**src/rtl/mem_stage.sv**
```systemverilog
// MEM stage of the 5-stage MIPS pipeline.
// Non-memory results pass straight through to mem_wb. Loads and stores run a
// req/ack data-bus transaction sequenced by a three-state FSM, and the stage
// stalls the rest of the pipeline until that transaction completes.
module mem_stage #(
    parameter int DW = 32,
    parameter int AW = 5
) (
    input  logic          clk,
    input  logic          rst,
    input  logic [AW-1:0] ex_wd,
    input  logic          ex_wreg,
    input  logic [DW-1:0] ex_wdata,
    input  logic [3:0]    ex_memop,
    input  logic [DW-1:0] ex_maddr,
    input  logic [DW-1:0] ex_sdata,
    output logic [AW-1:0] mem_wd,
    output logic          mem_wreg,
    output logic [DW-1:0] mem_wdata,
    output logic          stall_req,
    output logic          addr_err,
    output logic          dbus_req,
    output logic          dbus_we,
    output logic [DW-1:0] dbus_addr,
    output logic [3:0]    dbus_sel,
    output logic [DW-1:0] dbus_wdata,
    input  logic          dbus_ack,
    input  logic [DW-1:0] dbus_rdata
);

    localparam logic [3:0] OP_LB  = 4'd1;
    localparam logic [3:0] OP_LBU = 4'd2;
    localparam logic [3:0] OP_LH  = 4'd3;
    localparam logic [3:0] OP_LHU = 4'd4;
    localparam logic [3:0] OP_LW  = 4'd5;
    localparam logic [3:0] OP_SB  = 4'd6;
    localparam logic [3:0] OP_SH  = 4'd7;
    localparam logic [3:0] OP_SW  = 4'd8;

    typedef enum logic [1:0] {
        IDLE,
        BUSY,
        DONE
    } state_t;

    state_t        state_q;
    logic          req_q;
    logic          we_q;
    logic [DW-1:0] addr_q;
    logic [3:0]    sel_q;
    logic [DW-1:0] wdata_q;
    logic [DW-1:0] rdata_q;

    logic          is_load;
    logic          is_store;
    logic          is_byte;
    logic          is_half;
    logic          is_word;
    logic          misaligned;
    logic [3:0]    sel_d;
    logic [DW-1:0] wdata_d;
    logic [DW-1:0] load_data;
    logic [7:0]    lane_b;
    logic [15:0]   lane_h;

    // Decode the memory op into class, access size, alignment and bus lanes (big-endian).
    always_comb begin
        is_load  = 1'b0;
        is_store = 1'b0;
        is_byte  = 1'b0;
        is_half  = 1'b0;
        is_word  = 1'b0;
        case (ex_memop)
            OP_LB, OP_LBU: begin is_load  = 1'b1; is_byte = 1'b1; end
            OP_LH, OP_LHU: begin is_load  = 1'b1; is_half = 1'b1; end
            OP_LW:         begin is_load  = 1'b1; is_word = 1'b1; end
            OP_SB:         begin is_store = 1'b1; is_byte = 1'b1; end
            OP_SH:         begin is_store = 1'b1; is_half = 1'b1; end
            OP_SW:         begin is_store = 1'b1; is_word = 1'b1; end
            default:       ;
        endcase

        misaligned = (is_half && ex_maddr[0]) || (is_word && (ex_maddr[1:0] != 2'b00));

        sel_d   = '0;
        wdata_d = ex_sdata;
        if (is_byte) begin
            sel_d   = 4'b1000 >> ex_maddr[1:0];
            wdata_d = {4{ex_sdata[7:0]}};
        end else if (is_half) begin
            sel_d   = ex_maddr[1] ? 4'b0011 : 4'b1100;
            wdata_d = {2{ex_sdata[15:0]}};
        end else if (is_word) begin
            sel_d   = 4'b1111;
        end
    end

    // Pick the addressed lane out of the captured read data and extend it.
    always_comb begin
        case (ex_maddr[1:0])
            2'd0:    lane_b = rdata_q[31:24];
            2'd1:    lane_b = rdata_q[23:16];
            2'd2:    lane_b = rdata_q[15:8];
            default: lane_b = rdata_q[7:0];
        endcase
        lane_h = ex_maddr[1] ? rdata_q[15:0] : rdata_q[31:16];

        case (ex_memop)
            OP_LB:   load_data = {{24{lane_b[7]}}, lane_b};
            OP_LBU:  load_data = {24'd0, lane_b};
            OP_LH:   load_data = {{16{lane_h[15]}}, lane_h};
            OP_LHU:  load_data = {16'd0, lane_h};
            default: load_data = rdata_q;
        endcase
    end

    // Bus FSM: launch the access from IDLE, hold it through BUSY, present the result in DONE.
    always_ff @(posedge clk) begin
        if (rst) begin
            state_q <= IDLE;
            req_q   <= 1'b0;
            we_q    <= 1'b0;
            sel_q   <= '0;
            addr_q  <= '0;
            wdata_q <= '0;
            rdata_q <= '0;
        end else begin
            case (state_q)
                IDLE: begin
                    if ((is_load || is_store) && !misaligned) begin
                        addr_q  <= {ex_maddr[DW-1:2], 2'b00};
                        sel_q   <= sel_d;
                        we_q    <= is_store;
                        wdata_q <= wdata_d;
                        req_q   <= 1'b1;
                        state_q <= BUSY;
                    end
                end
                BUSY: begin
                    if (dbus_ack) begin
                        rdata_q <= dbus_rdata;
                        req_q   <= 1'b0;
                        state_q <= DONE;
                    end
                end
                DONE: begin
                    state_q <= IDLE;
                end
                default: begin
                    state_q <= IDLE;
                    req_q   <= 1'b0;
                end
            endcase
        end
    end

    // Write-back triple, stall and alignment flag, forced quiet while reset is held.
    always_comb begin
        mem_wd    = ex_wd;
        mem_wreg  = ex_wreg;
        mem_wdata = ex_wdata;
        stall_req = 1'b0;
        addr_err  = 1'b0;
        if (rst) begin
            mem_wd    = '0;
            mem_wreg  = 1'b0;
            mem_wdata = '0;
        end else begin
            case (state_q)
                IDLE: begin
                    if (is_load || is_store) begin
                        mem_wreg = 1'b0;
                        if (misaligned) addr_err  = 1'b1;
                        else            stall_req = 1'b1;
                    end
                end
                BUSY: begin
                    stall_req = 1'b1;
                    mem_wreg  = 1'b0;
                end
                DONE: begin
                    if (is_load) mem_wdata = load_data;
                end
                default: ;
            endcase
        end
    end

    assign dbus_req   = req_q;
    assign dbus_we    = we_q;
    assign dbus_addr  = addr_q;
    assign dbus_sel   = sel_q;
    assign dbus_wdata = wdata_q;

endmodule
```
**config.mk**
```make
export PLATFORM = sky130hd
export DESIGN_NAME = mem_stage
export DESIGN_NICKNAME = d
export VERILOG_FILES = /design/src/rtl/mem_stage.sv
export SDC_FILE = /design/constraint.sdc
export NUM_CORES = 1
export LEC_CHECK = 0
export ABC_AREA = 1
export CORE_UTILIZATION = 45
export DETAILED_ROUTE_END_ITERATION = 10
export PLACE_DENSITY = 0.87
export SYNTH_ARGS = -nofsm -noshare
export SYNTH_HDL_FRONTEND = slang
export SYNTH_SLANG_ARGS = --single-unit
```
**constraint.sdc**
```tcl
create_clock -name clk -period 2.46 [get_ports clk]
set_input_delay 0.246 -clock clk [delete_from_list [all_inputs] [get_ports clk]]
set_output_delay 0.246 -clock clk [all_outputs]
set_load 0.005 [all_outputs]
```
==> flow_summary.yaml, run 1 <==
global_route:
  grt_pass1_vias: 6127
  grt_pass1_wl_um: 27900
  antenna_found_initial: 0
  grt_max_degree: 87
  grt_overflow_total: 0
  grt_usage_pct: 26.5
timing:
  post-route-min-period_ps: 2390
  finalHoldViolCount: 0
  finalSetupTns_ps: 0
  rsz0062_at_grt: "true"
  finalCritPeriodShare_pct: 97.3
  maxSlewViolCount: 0
  setup_viol: 0
  clock_skew_ps: 9.87
  fmax_ghz: 0.418
hold_path:
  hold_path_class: "reg2reg"
  min_from: "dbus_req$_SDFFE_PP0P_"
  min_path_cells: 2
clocking:
  root_buffer: "clkbuf_16"
  numCtsBuffers: 9
  clk_latency_ps: 350
  cts_tree: "done"
  clk_pin_slew_ps: 70
  cts_buffer_depth: 2
  htree_levels: 3
  clock_sinks: 102
detailed_routing:
  drt_iter0_drc: 521
  drc: 0
  routedWlPerCell_um: 12.7
  vias: 6886
  ant_nets: 0
  postRouteWirelength_um: 18100
  first_pass_iters: 5
  vias_per_cell: 4.83
layout:
  antenna_cells: 0
  final_area_um2: 9060
  drive_above_1_share_pct: 7.81
  final_cell_mix: "311 x nand2_1, 234 x clkdlybuf4s50_1, 161 x nor2_1, 120 x inv_1, 101 x dfxtp_1"
  fin_util_pct: 72.1
  syn_to_final_growth_pct: 56.8
  layout_commonest_cell: "nand2_1"
  fin_nets: 1390
worst_setup_path:
  arrival_ps: 2150
  slowest_stage: "clkdlybuf4s50_1"
  critPathRequiredTime_ps: 2210
  crit_path_start_kind: "input pin"
  crit_cells: 11
  r2r_start: "state_q[1]$_SDFFE_PP0P_"
  reg2reg_depth: 5
  cp_cell_sequence: "dlygate4sd2_1 > nor2_2 > nand2_1 > nand2_1 > nand2_1 > buf_4 > buf_12 > a21oi_1 > nand2_1 > a21oi_1 > clkdlybuf4s50_1"
  critical_path_buf_inv_count: 4
  crit_fanout: 6
  critical_path_class: "in2out"
  path_delay_family: "buffers and inverters"
  critPathMaxStageDelay_ps: 520
  startpoint: "ex_memop[2]"
  cpMostUsedCell: "nand2_1"
  cp-end-kind: "primary output"
logic_synthesis:
  netlist_area_um2: 5780
  synth.distinct_cells: 24
  synth_area_per_cell_um2: 5.82
  ys_ff_latch: 102
  syn_inst: 992
  yosysWarnings: 0
  yosysSeqAreaShare_pct: 35.3
floorplanning:
  die-area_um2: 13300
  initial_core_util_pct: 46.0
  rows: 41
  dieWidth_um: 115
  die_h_um: 115
  io_pins: 251
  coreArea_um2: 12600
placed_design:
  placed_area_um2: 8690
  gp_congestion: 0.967
  portBuffers: 248
  hpwlAfterDp_um: 13400
power:
  peakVddDrop_mv: 0.336
  finalPower_w: 0.00488
  p_leak_nw: 4.34
  power_density_nw_per_um2: 538
run_status:
  status: "finished, final reports clean"
run:
  cap_violations: 0
==> power breakdown <==
group	internal, W	switching (W)	total [W]
clock network	0.000819	0.000630	0.00145
registers	0.00183	0.0000844	0.00192
logic	0.000793	0.000719	0.00151
==> worst paths after layout <==
check	end	slack, ps
worst max-delay path	mem_wdata[1]	70
worst min-delay path	dbus_req$_SDFFE_PP0P_	460
worst max register to register	rdata_q[1]$_SDFFE_PP0P_	840
worst min register to register	dbus_req$_SDFFE_PP0P_	460
==> synth_stat cells <==
cell type	number	area [um^2]
nand2_1	314	1180
o21ai_0	97	485
o22ai_1	2	12.5
nand4_1	1	6.26
nor2_2	4	25.0
nor3_1	1	5.00
clkinv_1	2	7.51
buf_6	2	22.5
buf_1	6	22.5
dfxtp_1	102	2040
nand3_2	2	20.0
clkbuf_1	26	97.6
a31oi_1	2	12.5
nor2_1	162	608
inv_1	122	458
buf_4	16	120
nand2_2	2	12.5
or2_2	1	6.26
nand3_1	17	85.1
o211ai_1	2	15.0
inv_2	7	26.3
conb_1	1	3.75
a21oi_1	92	460
buf_2	9	45.0
==> area by class of cell <==
cell class,instances,area [um^2]
Multi-Input combinational cell,701,2970
Timing Repair Buffer,304,3040
Fill cell,1048,3510
Sequential cell,102,2040
Tap cell,172,215
Clock inverter,5,57.6
Inverter,131,493
Clock buffer,11,243
==> sequential cells by signal, indices dropped and copies added, names as in the netlist <==
name and flops:
state_q 2, dbus_wdata 32, rdata_q 32, dbus_we 1, dbus_addr 30, dbus_sel 4
dbus_req 1
==> metrics by stage <==
| step | worst slack [ps] | cells | hold slack [ps] |
|---|---|---|---|
| 3_3_place_gp | -121 | 1409 | 451 |
| 4_1_cts | 65.1 | 1425 | 466 |
| 6_report | 66.1 | 1426 | 463 |
| 3_5_place_dp | -178 | 1409 | 455 |
| 2_1_floorplan | 825 | 993 | 381 |
| 5_1_grt | -29.4 | 1426 | 488 |
==> kinds of logic after synthesis <==
kind of cell / after synthesis / share of synthesized area [%]
buf+inv: 190 / 13.8
compound gates: 195 / 17.1
other cells: 1 / 0.0649
flops: 102 / 35.3
simple gates: 504 / 33.7
==> routing by layer <==
metal | wire length [um] | up-vias | GRT usage (%)
li1 | - | 3547 | -
met5 | 0 | - | 0
met2 | 8800 | 287 | 46.5
met1 | 7260 | 2998 | 30.8
met3 | 1370 | 54 | 4.59
met4 | 694 | 0 | 13.6
==> worst min-delay path, delay by kind of cell, from the launching register on <==
kind / cells / cell delay (ps)
simple gates: 1 / 60
flops: 1 / 310
compound gates: 1 / 50
==> what timing repair did <==
item	in CTS	in global routing
pin swaps	1	3
setup buffers	0	0
gates resized for setup	7	25
gates cloned	0	1
endpoints found under the setup margin	33	31
hold buffers	0	0
No activity file was read; power rests on OpenSTA's default activity.
==> run 2: changes to the inputs <==
--- a/config.mk
+++ b/config.mk
@@ -6,9 +6,9 @@
 export NUM_CORES = 1
 export LEC_CHECK = 0
 export ABC_AREA = 1
-export CORE_UTILIZATION = 45
+export CORE_UTILIZATION = 39
 export DETAILED_ROUTE_END_ITERATION = 10
-export PLACE_DENSITY = 0.87
+export PLACE_DENSITY = 0.8
 export SYNTH_ARGS = -nofsm -noshare
 export SYNTH_HDL_FRONTEND = slang
 export SYNTH_SLANG_ARGS = --single-unit
==> constraint.sdc (replaced) <==
create_clock -name clk -period 2.05 [get_ports clk]
set_input_delay 0.205 -clock clk [delete_from_list [all_inputs] [get_ports clk]]
set_output_delay 0.205 -clock clk [all_outputs]
set_load 0.005 [all_outputs]
==> run 2 against run 1 <==
Effect of this change: total power up 20%; cell area grew 2.6%; combinational power is 25% higher; clock power grew 13%; worst setup slack improved by 8.5 ps; utilization fell by 7.9 points; critical endpoint is now mem_wdata[9]; largest cell class unchanged; highest routed layer unchanged.
==> flow_summary.yaml, run 2 (same netlist as run 1, synthesis figures left out) <==
layout:
  fin_nets: 1411
  fin_util_pct: 64.2
  final_area_um2: 9290
  syn_to_final_growth_pct: 60.8
  ff_latch_area_um2: 2050
  layout_commonest_cell: "nand2_1"
  multi_input_area_um2: 3060
  final_cell_mix: "301 x nand2_1, 207 x clkdlybuf4s50_1, 159 x nor2_1, 119 x inv_1, 99 x dfxtp_1"
  fin_cells: 1459
  antenna_cells: 0
  fillers: 1370
  drive_above_1_share_pct: 13.3
clocking:
  clk_latency_ps: 340
  htree_levels: 3
  clk_pin_slew_ps: 70
  clock_sinks: 102
  numCtsBuffers: 9
  cts_tree: "done"
  cts_hold_buf: 0
  cts_buffer_depth: 2
  root_buffer: "clkbuf_16"
timing:
  rsz0062_at_grt: "true"
  finalCritPeriodShare_pct: 96.4
  maxSlewViolCount: 0
  clock_skew_ps: 3.36
  setup_viol: 0
  fmax_ghz: 0.506
  post-route-min-period_ps: 1980
  finalHoldViolCount: 0
detailed_routing:
  postRouteWirelength_um: 18700
  vias_per_cell: 4.68
  routedWlPerCell_um: 12.8
  drt_iter0_drc: 442
  ant_nets: 0
  vias: 6835
  first_pass_iters: 5
  drc: 0
worst_setup_path:
  arrival_ps: 1770
  path_delay_family: "buffers and inverters"
  crit_fanout: 6
  critPathMaxStageDelay_ps: 330
  crit_path_start_kind: "flip-flop"
  critical_path_buf_inv_count: 4
  critical_path_class: "reg2out"
  critPathRequiredTime_ps: 1850
  cp-end-kind: "primary output"
  cpMostUsedCell: "nand2_1"
  cp_cell_sequence: "nand2_1 > nand3_2 > nand3_2 > nand2_2 > inv_2 > buf_4 > buf_12 > nand2_1 > nand2_1 > a21oi_1 > clkdlybuf4s15_1"
  slowest_stage: "dfxtp_2"
placed_design:
  place_inst: 1426
  portBuffers: 248
  gp_congestion: 0.907
  hpwlAfterDp_um: 13600
  placed_area_um2: 8770
run_status:
  status: "finished, final reports clean"
hold_path:
  hold_path_class: "in2reg"
global_route:
  grt_max_degree: 77
  grt_pass1_vias: 6098
  grt_overflow_total: 0
  grt_pass1_wl_um: 28500
  antenna_found_initial: 0
  grt_usage_pct: 23.8
power:
  p_leak_nw: 4.47
  peakVddDrop_mv: 0.402
  finalPower_w: 0.00583
  power_density_nw_per_um2: 627
run:
  cap_violations: 0
floorplanning:
  io_pins: 251
  die_h_um: 124
  dieWidth_um: 124
  die-area_um2: 15300
  coreArea_um2: 14500
  initial_core_util_pct: 39.9
  rows: 44
run 2: changes by cell type in the layout (fill, tap and decap cells not counted), sizes merged:
cell and change:
clkdlybuf4s15 +7, inv -2, buf +31, dlymetal6s2s -6
clkdlybuf4s50 -27, bufbuf +1, bufinv -1, clkinvlp +1
dlygate4sd2 +4, clkbuf +13
run 2: layout make-up:
type                            count  area share [%]
Sequential cell                   102            22.0
Inverter                          131            5.39
Clock buffer                       13            2.80
Tap cell                          184            2.48
Multi-Input combinational cell    701            33.0
Clock inverter                      3           0.202
Timing Repair Buffer              325            34.2
run 2: path summary, 6_finish.rpt:
kind	from	endpoint	depth (start not counted)	slack [ps]
worst min register to register	dbus_req$_SDFFE_PP0P_	dbus_req$_SDFFE_PP0P_	2	480
worst min-delay path	ex_memop[2]	dbus_we$_SDFFE_PP0P_	7	410
worst max-delay path	rdata_q[15]$_SDFFE_PP0P_	mem_wdata[9]	11	70
worst max register to register	state_q[0]$_SDFFE_PP0P_	dbus_wdata[26]$_SDFFE_PP0P_	7	560
run 2: per-stage QoR:
step	hold WS [ps]	setup TNS, ps	setup slack, ps
global placement	452	-26290	-504
CTS	429	-0.251	-0.251
detailed placement	458	-28220	-551
finish	407	0	74.6
floorplan	340	0	497
global route	442	-30.1	-12.2
run 2: power by group:
part	switching [W]	internal, W
Sequential	0.0000985	0.00220
Combinational	0.000890	0.00100
Clock	0.000748	0.000890
run 2: metal layers:
| metal | part of all wire [%] | global-route usage (%) | vias to the layer above |
|---|---|---|---|
| li1 | - | - | 3589 |
| met1 | 42 | 27.7 | 2959 |
| met2 | 48 | 41.4 | 244 |
| met3 | 6.7 | 5.17 | 43 |
| met4 | 3.3 | 11.3 | 0 |
| met5 | 0 | 0 | - |
run 2: timing repair:
| action | in CTS | in global routing |
|---|---|---|
| endpoints found under the setup margin | 35 | 33 |
| resized for setup | 97 | 63 |
| pin swaps | 9 | 13 |
| setup buffers | 13 | 1 |
| cloned | 3 | 0 |
run 2: worst register-to-register path: stages (launching register included):
cell     delay (ps)
dfxtp_1         330
buf_4           150
nor2_1          130
nand4_1         160
buf_4           190
buf_12          200
nor2_1          180
nor2_1           50
